--- config.mk ---
export PLATFORM = sky130hd
export DESIGN_NAME = spi_master
export DESIGN_NICKNAME = d
export VERILOG_FILES = /design/src/rtl/spi_pkg.sv /design/src/rtl/spi_clk_div.sv /design/src/rtl/spi_master.sv
export SDC_FILE = /design/constraint.sdc
export NUM_CORES = 1
export LEC_CHECK = 0
export CAP_MARGIN = 20
export CELL_PAD_IN_SITES_DETAIL_PLACEMENT = 0
export CELL_PAD_IN_SITES_GLOBAL_PLACEMENT = 1
export CORE_AREA = 2 2 61 92
export CTS_CLUSTER_DIAMETER = 60
export DETAILED_ROUTE_END_ITERATION = 12
export DIE_AREA = 0 0 63 94
export PLACE_DENSITY = 0.77
export SYNTH_ARGS = -nofsm -noshare
export SYNTH_HDL_FRONTEND = slang
export SYNTH_HIERARCHICAL = 1
export SYNTH_SLANG_ARGS = --single-unit
export TNS_END_PERCENT = 50
--- constraint.sdc ---
create_clock -name clock -period 2.1 [get_ports clock]
set_input_delay 0.42 -clock clock [delete_from_list [all_inputs] [get_ports clock]]
set_output_delay 0.42 -clock clock [all_outputs]
set_load 0.02 [all_outputs]
--- src/rtl/spi_pkg.sv ---
// Shared types and helpers for the SPI master: FSM state encoding, frame width
// and the half-period divider computation.
package spi_pkg;

  localparam int unsigned FrameWidth = 8;

  typedef enum logic [2:0] {
    StIdle,
    StCsSetup,
    StShift,
    StCsHold,
    StCsGap
  } spi_state_e;

  // System clocks per SCK half-period, truncated, never below one.
  function automatic int unsigned calc_half_div(int unsigned clk_hz, int unsigned spi_hz);
    int unsigned div;
    if (spi_hz == 0) begin
      return 1;
    end
    div = clk_hz / (2 * spi_hz);
    return (div < 1) ? 1 : div;
  endfunction

endpackage

--- src/rtl/spi_clk_div.sv ---
// Enable-gated half-period tick generator; the count restarts from zero whenever
// the enable drops, so the first tick after enabling arrives HalfDiv cycles later.
module spi_clk_div #(
  parameter int unsigned HalfDiv = 1
) (
  input  logic clk_i,
  input  logic rst_i,
  input  logic en_i,
  output logic tick_o
);

  localparam int unsigned CntW = (HalfDiv > 1) ? $clog2(HalfDiv) : 1;
  localparam logic [CntW-1:0] CntMax = CntW'(HalfDiv - 1);

  logic [CntW-1:0] cnt_q, cnt_d;

  assign tick_o = en_i && (cnt_q == CntMax);

  always_comb begin
    cnt_d = cnt_q;
    if (!en_i || tick_o) begin
      cnt_d = '0;
    end else begin
      cnt_d = cnt_q + CntW'(1);
    end
  end

  always_ff @(posedge clk_i) begin
    if (rst_i) begin
      cnt_q <= '0;
    end else begin
      cnt_q <= cnt_d;
    end
  end

endmodule

--- src/rtl/spi_master.sv ---
// SPI mode-0 master, MSB first, one 8-bit frame per request. Defining
// SPI_MASTER_BURST_EN lets a new byte be accepted in the last CS_HOLD cycle.
module spi_master
  import spi_pkg::*;
#(
  parameter int unsigned CLOCK_FREQUENCY = 27000000,
  parameter int unsigned SPI_FREQUENCY   = 1000000
) (
  input  logic       clock,
  input  logic       reset,
  input  logic [7:0] tx_data,
  input  logic       tx_start,
  output logic       tx_ready,
  output logic [7:0] rx_data,
  output logic       rx_valid,
  output logic       spi_clk,
  output logic       spi_cs,
  output logic       spi_mosi,
  input  logic       spi_miso
);

  localparam int unsigned HalfDiv = calc_half_div(CLOCK_FREQUENCY, SPI_FREQUENCY);
  localparam int unsigned HalfW = $clog2(2 * FrameWidth);
  localparam logic [HalfW-1:0] HalfLast = HalfW'(2 * FrameWidth - 1);

  spi_state_e state_q, state_d;
  logic [FrameWidth-1:0] tx_sh_q, tx_sh_d;
  logic [FrameWidth-1:0] rx_sh_q, rx_sh_d;
  logic [FrameWidth-1:0] rx_data_q, rx_data_d;
  logic [HalfW-1:0] half_q, half_d;
  logic sclk_q, sclk_d;
  logic rx_valid_q, rx_valid_d;
  logic tick;
  logic div_en;
  logic burst_ok;

  assign div_en = (state_q != StIdle);

  spi_clk_div #(
    .HalfDiv(HalfDiv)
  ) u_clk_div (
    .clk_i (clock),
    .rst_i (reset),
    .en_i  (div_en),
    .tick_o(tick)
  );

`ifdef SPI_MASTER_BURST_EN
  assign burst_ok = 1'b1;
`else
  assign burst_ok = 1'b0;
`endif

  always_comb begin
    state_d    = state_q;
    tx_sh_d    = tx_sh_q;
    rx_sh_d    = rx_sh_q;
    rx_data_d  = rx_data_q;
    half_d     = half_q;
    sclk_d     = sclk_q;
    rx_valid_d = 1'b0;
    tx_ready   = 1'b0;

    unique case (state_q)
      StIdle: begin
        tx_ready = 1'b1;
        if (tx_start) begin
          tx_sh_d = tx_data;
          state_d = StCsSetup;
        end
      end
      StCsSetup: begin
        // SHIFT opens with the first rising SCK edge, so capture bit 7 here.
        if (tick) begin
          state_d = StShift;
          sclk_d  = 1'b1;
          half_d  = '0;
          rx_sh_d = {rx_sh_q[FrameWidth-2:0], spi_miso};
        end
      end
      StShift: begin
        if (tick) begin
          if (half_q == HalfLast) begin
            state_d = StCsHold;
          end else begin
            half_d = half_q + HalfW'(1);
            sclk_d = ~sclk_q;
            if (!sclk_q) begin
              rx_sh_d = {rx_sh_q[FrameWidth-2:0], spi_miso};
            end else begin
              tx_sh_d = {tx_sh_q[FrameWidth-2:0], 1'b0};
            end
          end
        end
      end
      StCsHold: begin
        tx_ready = burst_ok && tick;
        if (tick) begin
          rx_data_d  = rx_sh_q;
          rx_valid_d = 1'b1;
          if (burst_ok && tx_start) begin
            tx_sh_d = tx_data;
            state_d = StCsSetup;
          end else begin
            state_d = StCsGap;
          end
        end
      end
      StCsGap: begin
        if (tick) begin
          state_d = StIdle;
        end
      end
      default: begin
        state_d = StIdle;
      end
    endcase
  end

  always_ff @(posedge clock) begin
    if (reset) begin
      state_q    <= StIdle;
      tx_sh_q    <= '0;
      rx_sh_q    <= '0;
      rx_data_q  <= '0;
      half_q     <= '0;
      sclk_q     <= 1'b0;
      rx_valid_q <= 1'b0;
    end else begin
      state_q    <= state_d;
      tx_sh_q    <= tx_sh_d;
      rx_sh_q    <= rx_sh_d;
      rx_data_q  <= rx_data_d;
      half_q     <= half_d;
      sclk_q     <= sclk_d;
      rx_valid_q <= rx_valid_d;
    end
  end

  // The transmit shifter fills with zeros, so MOSI rests low outside a frame.
  assign spi_mosi = tx_sh_q[FrameWidth-1];
  assign spi_clk  = sclk_q;
  assign spi_cs   = !(state_q == StCsSetup || state_q == StShift || state_q == StCsHold);
  assign rx_data  = rx_data_q;
  assign rx_valid = rx_valid_q;

endmodule

==> results of run 1 <==
[cell usage in the layout (no fill, tap or decap), types with 2 or more instances in the layout]
| cell | count |
|---|---|
| mux2i_1 | 7 |
| nand3_2 | 2 |
| o21ai_0 | 13 |
| dfxtp_1 | 37 |
| clkbuf_8 | 5 |
| nor2_2 | 2 |
| inv_1 | 7 |
| nand2b_1 | 2 |
| a211oi_2 | 7 |
| nand3_1 | 12 |
| xor2_1 | 2 |
| a21oi_1 | 25 |
| nand2_1 | 19 |
| clkdlybuf4s50_1 | 23 |
| a31oi_1 | 2 |
| nor2_1 | 6 |
| and3_1 | 3 |
| nor2b_2 | 2 |
| ha_1 | 3 |
| buf_4 | 9 |
[cell families after synthesis]
logic type,share of synthesized area
simple gates,0.192
mux,0.0403
buf+inv,0.0677
flops,0.426
compound gates,0.237
xor+xnor,0.0151
fa+ha+maj,0.0216
[path summary, 6_finish.rpt]
kind,slack (ps),startpoint,to
worst max-delay path,210,state_q[2],tx_ready
worst min-delay path,450,rx_data[0],rx_data[0]
worst max register to register,280,u_clk_div/cnt_q[0],half_q[3]
worst min register to register,450,rx_data[0],rx_data[0]
[metal layers]
metal | routed length (um) | track usage | up-vias
li1 | - | - | 727
met1 | 1560 | 0.153 | 674
met2 | 1830 | 0.230 | 25
met3 | 122 | 0.0348 | 5
met4 | 75 | 0.0722 | 0
met5 | 0 | 0 | -
[state kept, by name (all words and copies together) (netlist names)]
register / flops
u_clk_div/cnt_q: 4
rx_sh_q: 8
state_q: 3
spi_clk: 1
half_q: 4
tx_sh_q: 8
rx_data: 8
rx_valid: 1
[through the flow]
step	area (sq um)	hold slack (ps)	instances
5_1_grt	2170	466	284
3_5_place_dp	2050	446	277
2_1_floorplan	1750	428	189
3_3_place_gp	2050	443	277
4_1_cts	2160	456	284
6_report	2170	452	284
[worst max-delay path, cell delays in order (launching register included)]
cell and delay (ps):
dfxtp_1 400, nor3_4 160, clkdlybuf4s50_1 630
[where the power goes]
group	total [W]	internal, W	switching [W]
Combinational	0.000132	0.0000641	0.0000675
Sequential	0.000725	0.000716	0.00000846
Clock	0.000589	0.000345	0.000244
[cell type report]
class	instances	area [sq um]	area share
Multi-Input combinational cell	132	902	0.416
Sequential cell	37	741	0.342
Timing Repair Buffer	33	310	0.143
Tap cell	68	85.1	0.0392
Clock buffer	5	68.8	0.0317
Clock inverter	2	35.0	0.0162
Inverter	7	26.3	0.0121
==> impl_metrics.csv, run 1 <==
group,metric,value,unit
clocking,cts-resized-gates,0,
setup_path,worstSetupPathType,"reg2out",
place,dp_hpwl,2.55,mm
sta,slew_headroom,0.749,
synthesis,synth_warnings,6,
pwr,ir_worst_vdd,0.379,mV
synthesis,synth_top_area_share,0.426,
sta,hold_viol,0,
detailed_routing,drc,0,
detailed_routing,vias,1431,
sta,tns,0,ps
synthesis,avgSynthCellArea,9.20,sq um
layout,drive_gt1_frac,0.185,
detailed_routing,firstDrtPassIters,4,
clocking,clk_latency,290,ps
synthesis,synth-edff-count,0,
clocking,cts_htree_levels,2,
clocking,ctsHoldBuffers,0,
min_path,hold_path_class,"reg2reg",
clocking,cts_setup_buffers,0,
synthesis,yosys.cell_types.count,48,
sta,grt_setup_unrepaired,"false",
setup_path,cp-end-kind,"output port",
job,drv_cap,0,
detailed_routing,drt_wl_total,3.58,mm
synthesis,yosysTopAreaCell,"dfxtp_1",
sta,period_needed,1890,ps
setup_path,critPathLaunchType,"register",
layout,final_util,0.426,
synthesis,syn_inst,189,
detailed_routing,vias_per_cell,5.04,
layout,nets,231,
min_path,whs_path_depth,2,
clocking,cts.sink_count,37,
die,die_y,94,um
clocking,clock_path_buffers,2,
clocking,cts_tree,"built",
sta,fin_skew,5.54,ps
place,place_ws,133,ps
detailed_routing,post_drt_wl_per_cell,12.6,um
die,ios,25,
sta,fin_crit_sh,0.901,
place,io_buffer_count,24,
synthesis,synthMostInstantiatedCell,"dfxtp_1",
global_route,grt_pass1_wl,6.30,mm
detailed_routing,antenna_left,0,
sta,tightest_slew,375,ps
synthesis,async_reset_ff_frac,0,
global_route,antenna_found_initial,0,
synthesis,synth_flop_cell,"dfxtp_1",
setup_path,r2r_cells,9,
global_route,overflow,0,
sta,maxSlewViolCount,0,
sta,fmax,529,MHz
pwr,leakage,0.740,nW
setup_path,crit_required,1680,ps
sta,setup_ws,208,ps
die,dieArea,5920,sq um
place,gp_routability_congestion,0.745,
clocking,clk_pin_slew,70,ps
sta,setup_violations,0,
setup_path,cp.arrival,1470,ps
global_route,grt_max_degree,18,
global_route,grt_usage,0.135,
layout,fillCellCount,546,
layout,n_antenna_cell,0,
layout,syn_to_final_growth,24.8,%
synthesis,synth_common_cells,"37 x dfxtp_1, 25 x a21oi_1, 19 x nand2_1, 13 x o21ai_0, 12 x nand3_1",
die,fp-row-count,32,
pwr,p_total,0.00145,W
clocking,clockRootBuffer,"clkbuf_8",
synthesis,seq_area_frac_synth,0.426,
pwr,power_density,667,nW/um^2
die,die_w,63,um
clocking,cts_buffers,5,
detailed_routing,drt-initial-drc-count,29,
synthesis,ys_ff_latch,37,
synthesis,synth_nets,204,
synthesis,syn_area,1740,sq um
setup_path,crit_path_max_fanout,9,
run_status,outcome,"finished, final reports clean",
die,core-area,5080,sq um
synthesis,yosys-top-cells-area,"dfxtp_1 43%, a21oi_1 7.2%, a211oi_2 5.0%",
die,start_util,0.342,
global_route,first_global_vias,1371,
(Power assumes the default switching activity.)
==> inputs of run 2 (changes only) <==
- REMOVE_ABC_BUFFERS: unset -> 1
==> impl_metrics.csv, run 2 (same netlist as run 1, synthesis figures left out) <==
group,metric,value,unit
layout,final_cell_mix,"37 x dfxtp_1, 25 x a21oi_1, 24 x clkdlybuf4s50_1, 19 x nand2_1, 13 x o21ai_0",
pwr,combPwrFrac,0.097,
sta,fmax,495,MHz
global_route,first_global_vias,1332,
layout,regArea,741,sq um
setup_path,crit_required,1680,ps
setup_path,critPathLaunchType,"register",
layout,final_util,0.419,
clocking,ctsHoldBuffers,0,
clocking,cts-resized-gates,0,
layout,nets,230,
layout,fillCellCount,544,
run_status,outcome,"finished, final reports clean",
global_route,grt_max_degree,26,
die,ios,25,
sta,setup_violations,0,
layout,syn_to_final_growth,22.6,%
place,dp_hpwl,2.51,mm
sta,fin_skew,8.11,ps
clocking,cts_setup_buffers,0,
place,io_buffer_count,24,
global_route,antenna_found_initial,0,
pwr,power_density,634,nW/um^2
detailed_routing,post_drt_wl_per_cell,12.8,um
sta,fin_crit_sh,0.961,
detailed_routing,drc,0,
layout,n_antenna_cell,0,
detailed_routing,antenna_left,0,
die,dieArea,5920,sq um
min_path,hold_path_class,"reg2reg",
die,die_w,63,um
sta,hold_viol,0,
pwr,p_int,0.00101,W
die,core-area,5080,sq um
die,start_util,0.342,
pwr,seqPwrFrac,0.536,
sta,grt_setup_unrepaired,"false",
setup_path,crit_path_max_fanout,17,
pwr,ir_worst_vdd,0.350,mV
die,die_y,94,um
clocking,clk_pin_slew,80,ps
pwr,power.share.clock,0.367,
clocking,cts_htree_levels,2,
sta,slew_headroom,0.685,
clocking,cts_buffers,5,
place,gp_routability_congestion,0.720,
layout,drive_gt1_frac,0.167,
global_route,overflow,0,
global_route,grt_pass1_wl,5.99,mm
layout,multi_input_area,880,sq um
detailed_routing,firstDrtPassIters,4,
pwr,power.switching,0.000341,W
die,fp-row-count,32,
clocking,cts_tree,"built",
pwr,netSwitchingFraction,0.252,
global_route,grt_usage,0.129,
detailed_routing,drt_wl_total,3.64,mm
sta,period_needed,2020,ps
layout,final_common_cell,"dfxtp_1",
sta,tightest_slew,461,ps
sta,tns,0,ps
detailed_routing,drt-initial-drc-count,55,
clocking,cts.sink_count,37,
pwr,leakage,0.716,nW
clocking,clockRootBuffer,"clkbuf_8",
detailed_routing,vias,1401,
job,drv_cap,0,
setup_path,worstSetupPathType,"reg2out",
clocking,clock_path_buffers,2,
clocking,clk_latency,290,ps
setup_path,cp.arrival,1600,ps
setup_path,cp-end-kind,"output port",
sta,maxSlewViolCount,0,
detailed_routing,vias_per_cell,4.93,
[run 2: path summary, 6_finish.rpt]
| check | slack (ps) | from | cells after the start | to |
|---|---|---|---|---|
| worst max-delay path | 80 | state_q[0] | 3 | spi_cs |
| worst min-delay path | 450 | rx_sh_q[7] | 2 | rx_data[7] |
| worst max register to register | 210 | u_clk_div/cnt_q[0] | 9 | half_q[3] |
| worst min register to register | 450 | rx_sh_q[7] | 2 | rx_data[7] |
[run 2: area by class of cell]
| class | instances | share of cell area |
|---|---|---|
| multi-input cells | 132 | 0.413 |
| flip-flops and latches | 37 | 0.348 |
| repair buffers | 32 | 0.147 |
| well taps | 68 | 0.0399 |
| clock buffers | 5 | 0.0323 |
| inverters | 7 | 0.0123 |
| clock inverters | 3 | 0.00822 |
[run 2: through the flow]
step	std cells	setup WS [ps]	power, W	area, sq um	hold WS, ps
2_1_floorplan	176	-673	0.000808	1650	422
4_1_cts	284	48.2	0.00137	2130	458
5_1_grt	284	16.5	0.00141	2130	470
3_5_place_dp	276	231	0.000874	2040	447
3_3_place_gp	276	300	0.000873	2040	442
6_report	284	81.6	0.00135	2130	451
[run 2: layer usage]
metal | global-route usage | share of wire | up-vias
li1 | - | - | 722
met1 | 0.138 | 0.43 | 651
met2 | 0.240 | 0.52 | 23
met3 | 0.0312 | 0.033 | 5
met4 | 0.0500 | 0.016 | 0
met5 | 0 | 0 | -
[run 2: critical path: stages, from the launching register on]
cell and delay (ps):
dfxtp_1 320, buf_4 190, o21bai_1 180, clkdlybuf4s50_1 630
[run 2: power by group through the flow]
stage | sequential, W | combinational, W | clock [W]
floorplan | 0.000744 | 0.0000644 | 0
global placement | 0.000740 | 0.000133 | 0
detailed placement | 0.000740 | 0.000134 | 0
CTS | 0.000724 | 0.000134 | 0.000510
global route | 0.000725 | 0.000144 | 0.000538
finish | 0.000724 | 0.000132 | 0.000495
==> inputs of run 3 (changes only) <==
- GPL_ROUTABILITY_DRIVEN: unset -> 0
- RECOVER_POWER: unset -> 100
==> impl_metrics.csv, run 3 (same netlist as run 1, synthesis figures left out) <==
group,metric,value,unit
global_route,grt_pass1_wl,5.99,mm
setup_path,cpPeakStageDelay,630,ps
detailed_routing,vias_per_cell,4.96,
clocking,clock_path_buffers,2,
place,post_dp_cell_area,2040,sq um
sta,fin_crit_sh,0.959,
sta,maxSlewViolCount,0,
place,dp_hpwl,2.51,mm
setup_path,critPathLaunch,"state_q[0]",
layout,n_antenna_cell,0,
clocking,cts-resized-gates,0,
run_status,outcome,"finished, final reports clean",
pwr,p_total,0.00134,W
global_route,grt_max_degree,26,
sta,slew_headroom,0.619,
die,die_y,94,um
place,io_buffer_count,24,
setup_path,cp-end-kind,"output port",
sta,setup_violations,0,
setup_path,path_cells,"buf_4 -> o21bai_1 -> clkdlybuf4s50_1",
clocking,cts_buffers,5,
clocking,ctsHoldBuffers,0,
sta,setup_ws,85.3,ps
detailed_routing,antenna_left,0,
setup_path,worstSetupPathType,"reg2out",
layout,nets,230,
clocking,clk_pin_slew,80,ps
sta,fin_skew,7.08,ps
clocking,cts_setup_buffers,0,
clocking,cts.sink_count,37,
clocking,cts_htree_levels,2,
global_route,antenna_found_initial,0,
sta,fmax,496,MHz
layout,regArea,741,sq um
min_path,hold_path_class,"reg2reg",
layout,fillCellCount,548,
global_route,overflow,0,
job,drv_cap,0,
setup_path,critPathTopFamily,"buffers and inverters",
setup_path,crit_required,1680,ps
setup_path,rr_startpoint,"state_q[1]",
setup_path,cp_slowest_cell,"clkdlybuf4s50_1",
clocking,clk_latency,290,ps
pwr,leakage,0.751,nW
setup_path,crit_path_max_fanout,17,
global_route,grt_usage,0.129,
die,start_util,0.342,
layout,final_common_cell,"dfxtp_1",
layout,fin_area,2100,sq um
die,ios,25,
layout,final_cell_mix,"37 x dfxtp_1, 25 x a21oi_1, 19 x nand2_1, 13 x nand3_1, 13 x o21ai_0",
setup_path,worstPathBufferInverterCount,2,
detailed_routing,drc,0,
place,place_ws,231,ps
sta,period_needed,2010,ps
setup_path,critPathLaunchType,"register",
clocking,cts_tree,"built",
detailed_routing,vias,1408,
detailed_routing,post_drt_wl_per_cell,12.9,um
sta,hold_viol,0,
sta,tns,0,ps
die,core-area,5080,sq um
detailed_routing,drt_wl_total,3.66,mm
sta,tightest_slew,572,ps
sta,fin_hold_ws,450,ps
sta,grt_setup_unrepaired,"false",
clocking,clockRootBuffer,"clkbuf_8",
detailed_routing,drt-initial-drc-count,53,
layout,syn_to_final_growth,20.7,%
die,dieArea,5920,sq um
pwr,power_density,640,nW/um^2
setup_path,cp.arrival,1590,ps
layout,drive_gt1_frac,0.144,
die,fp-row-count,32,
layout,multi_input_area,850,sq um
die,die_w,63,um
detailed_routing,firstDrtPassIters,4,
global_route,first_global_vias,1332,
min_path,worstHoldStart,"rx_sh_q[7]",
pwr,ir_worst_vdd,0.349,mV
[run 3: worst paths after layout]
check                     to  slack, ps  cells after the start
hold / removal    rx_data[7]        450                      2
hold reg to reg   rx_data[7]        450                      2
setup / recovery      spi_cs         90                      3
setup reg to reg  rx_sh_q[7]        160                      5
[run 3: layout make-up]
| class | count | area share |
|---|---|---|
| Clock buffer | 5 | 0.0328 |
| Clock inverter | 3 | 0.00835 |
| Inverter | 7 | 0.0125 |
| Multi-Input combinational cell | 132 | 0.405 |
| Sequential cell | 37 | 0.353 |
| Tap cell | 68 | 0.0405 |
| Timing Repair Buffer | 32 | 0.148 |
[run 3: worst register-to-register path, cell delays in order, from the launching register on]
cell,delay [ps]
dfxtp_1,350
clkbuf_2,480
or3b_4,480
o21a_1,270
o21ai_0,170
a21oi_1,80
[run 3: report_power, final]
| group | total, W | leakage, nW | switching (W) | internal [W] |
|---|---|---|---|---|
| clock | 0.000494 | 0.0439 | 0.000265 | 0.000229 |
| combinational | 0.000126 | 0.407 | 0.0000647 | 0.0000611 |
| sequential | 0.000723 | 0.300 | 0.00000762 | 0.000716 |
[run 3: per-stage QoR]
step,util,instances
after floorplan,-,176
after global placement,0.402,276
after detailed placement,0.402,276
after CTS,0.419,284
after global routing,0.413,284
final,0.413,284
[run 3: layer usage]
metal  track usage  share of wire  up-vias  wire [um]
li1              -              -      725          -
met1         0.138           0.43      657       1570
met2         0.240           0.53       21       1920
met3        0.0312          0.028        5        101
met4        0.0500          0.016        0         57
met5             0              0        -          0
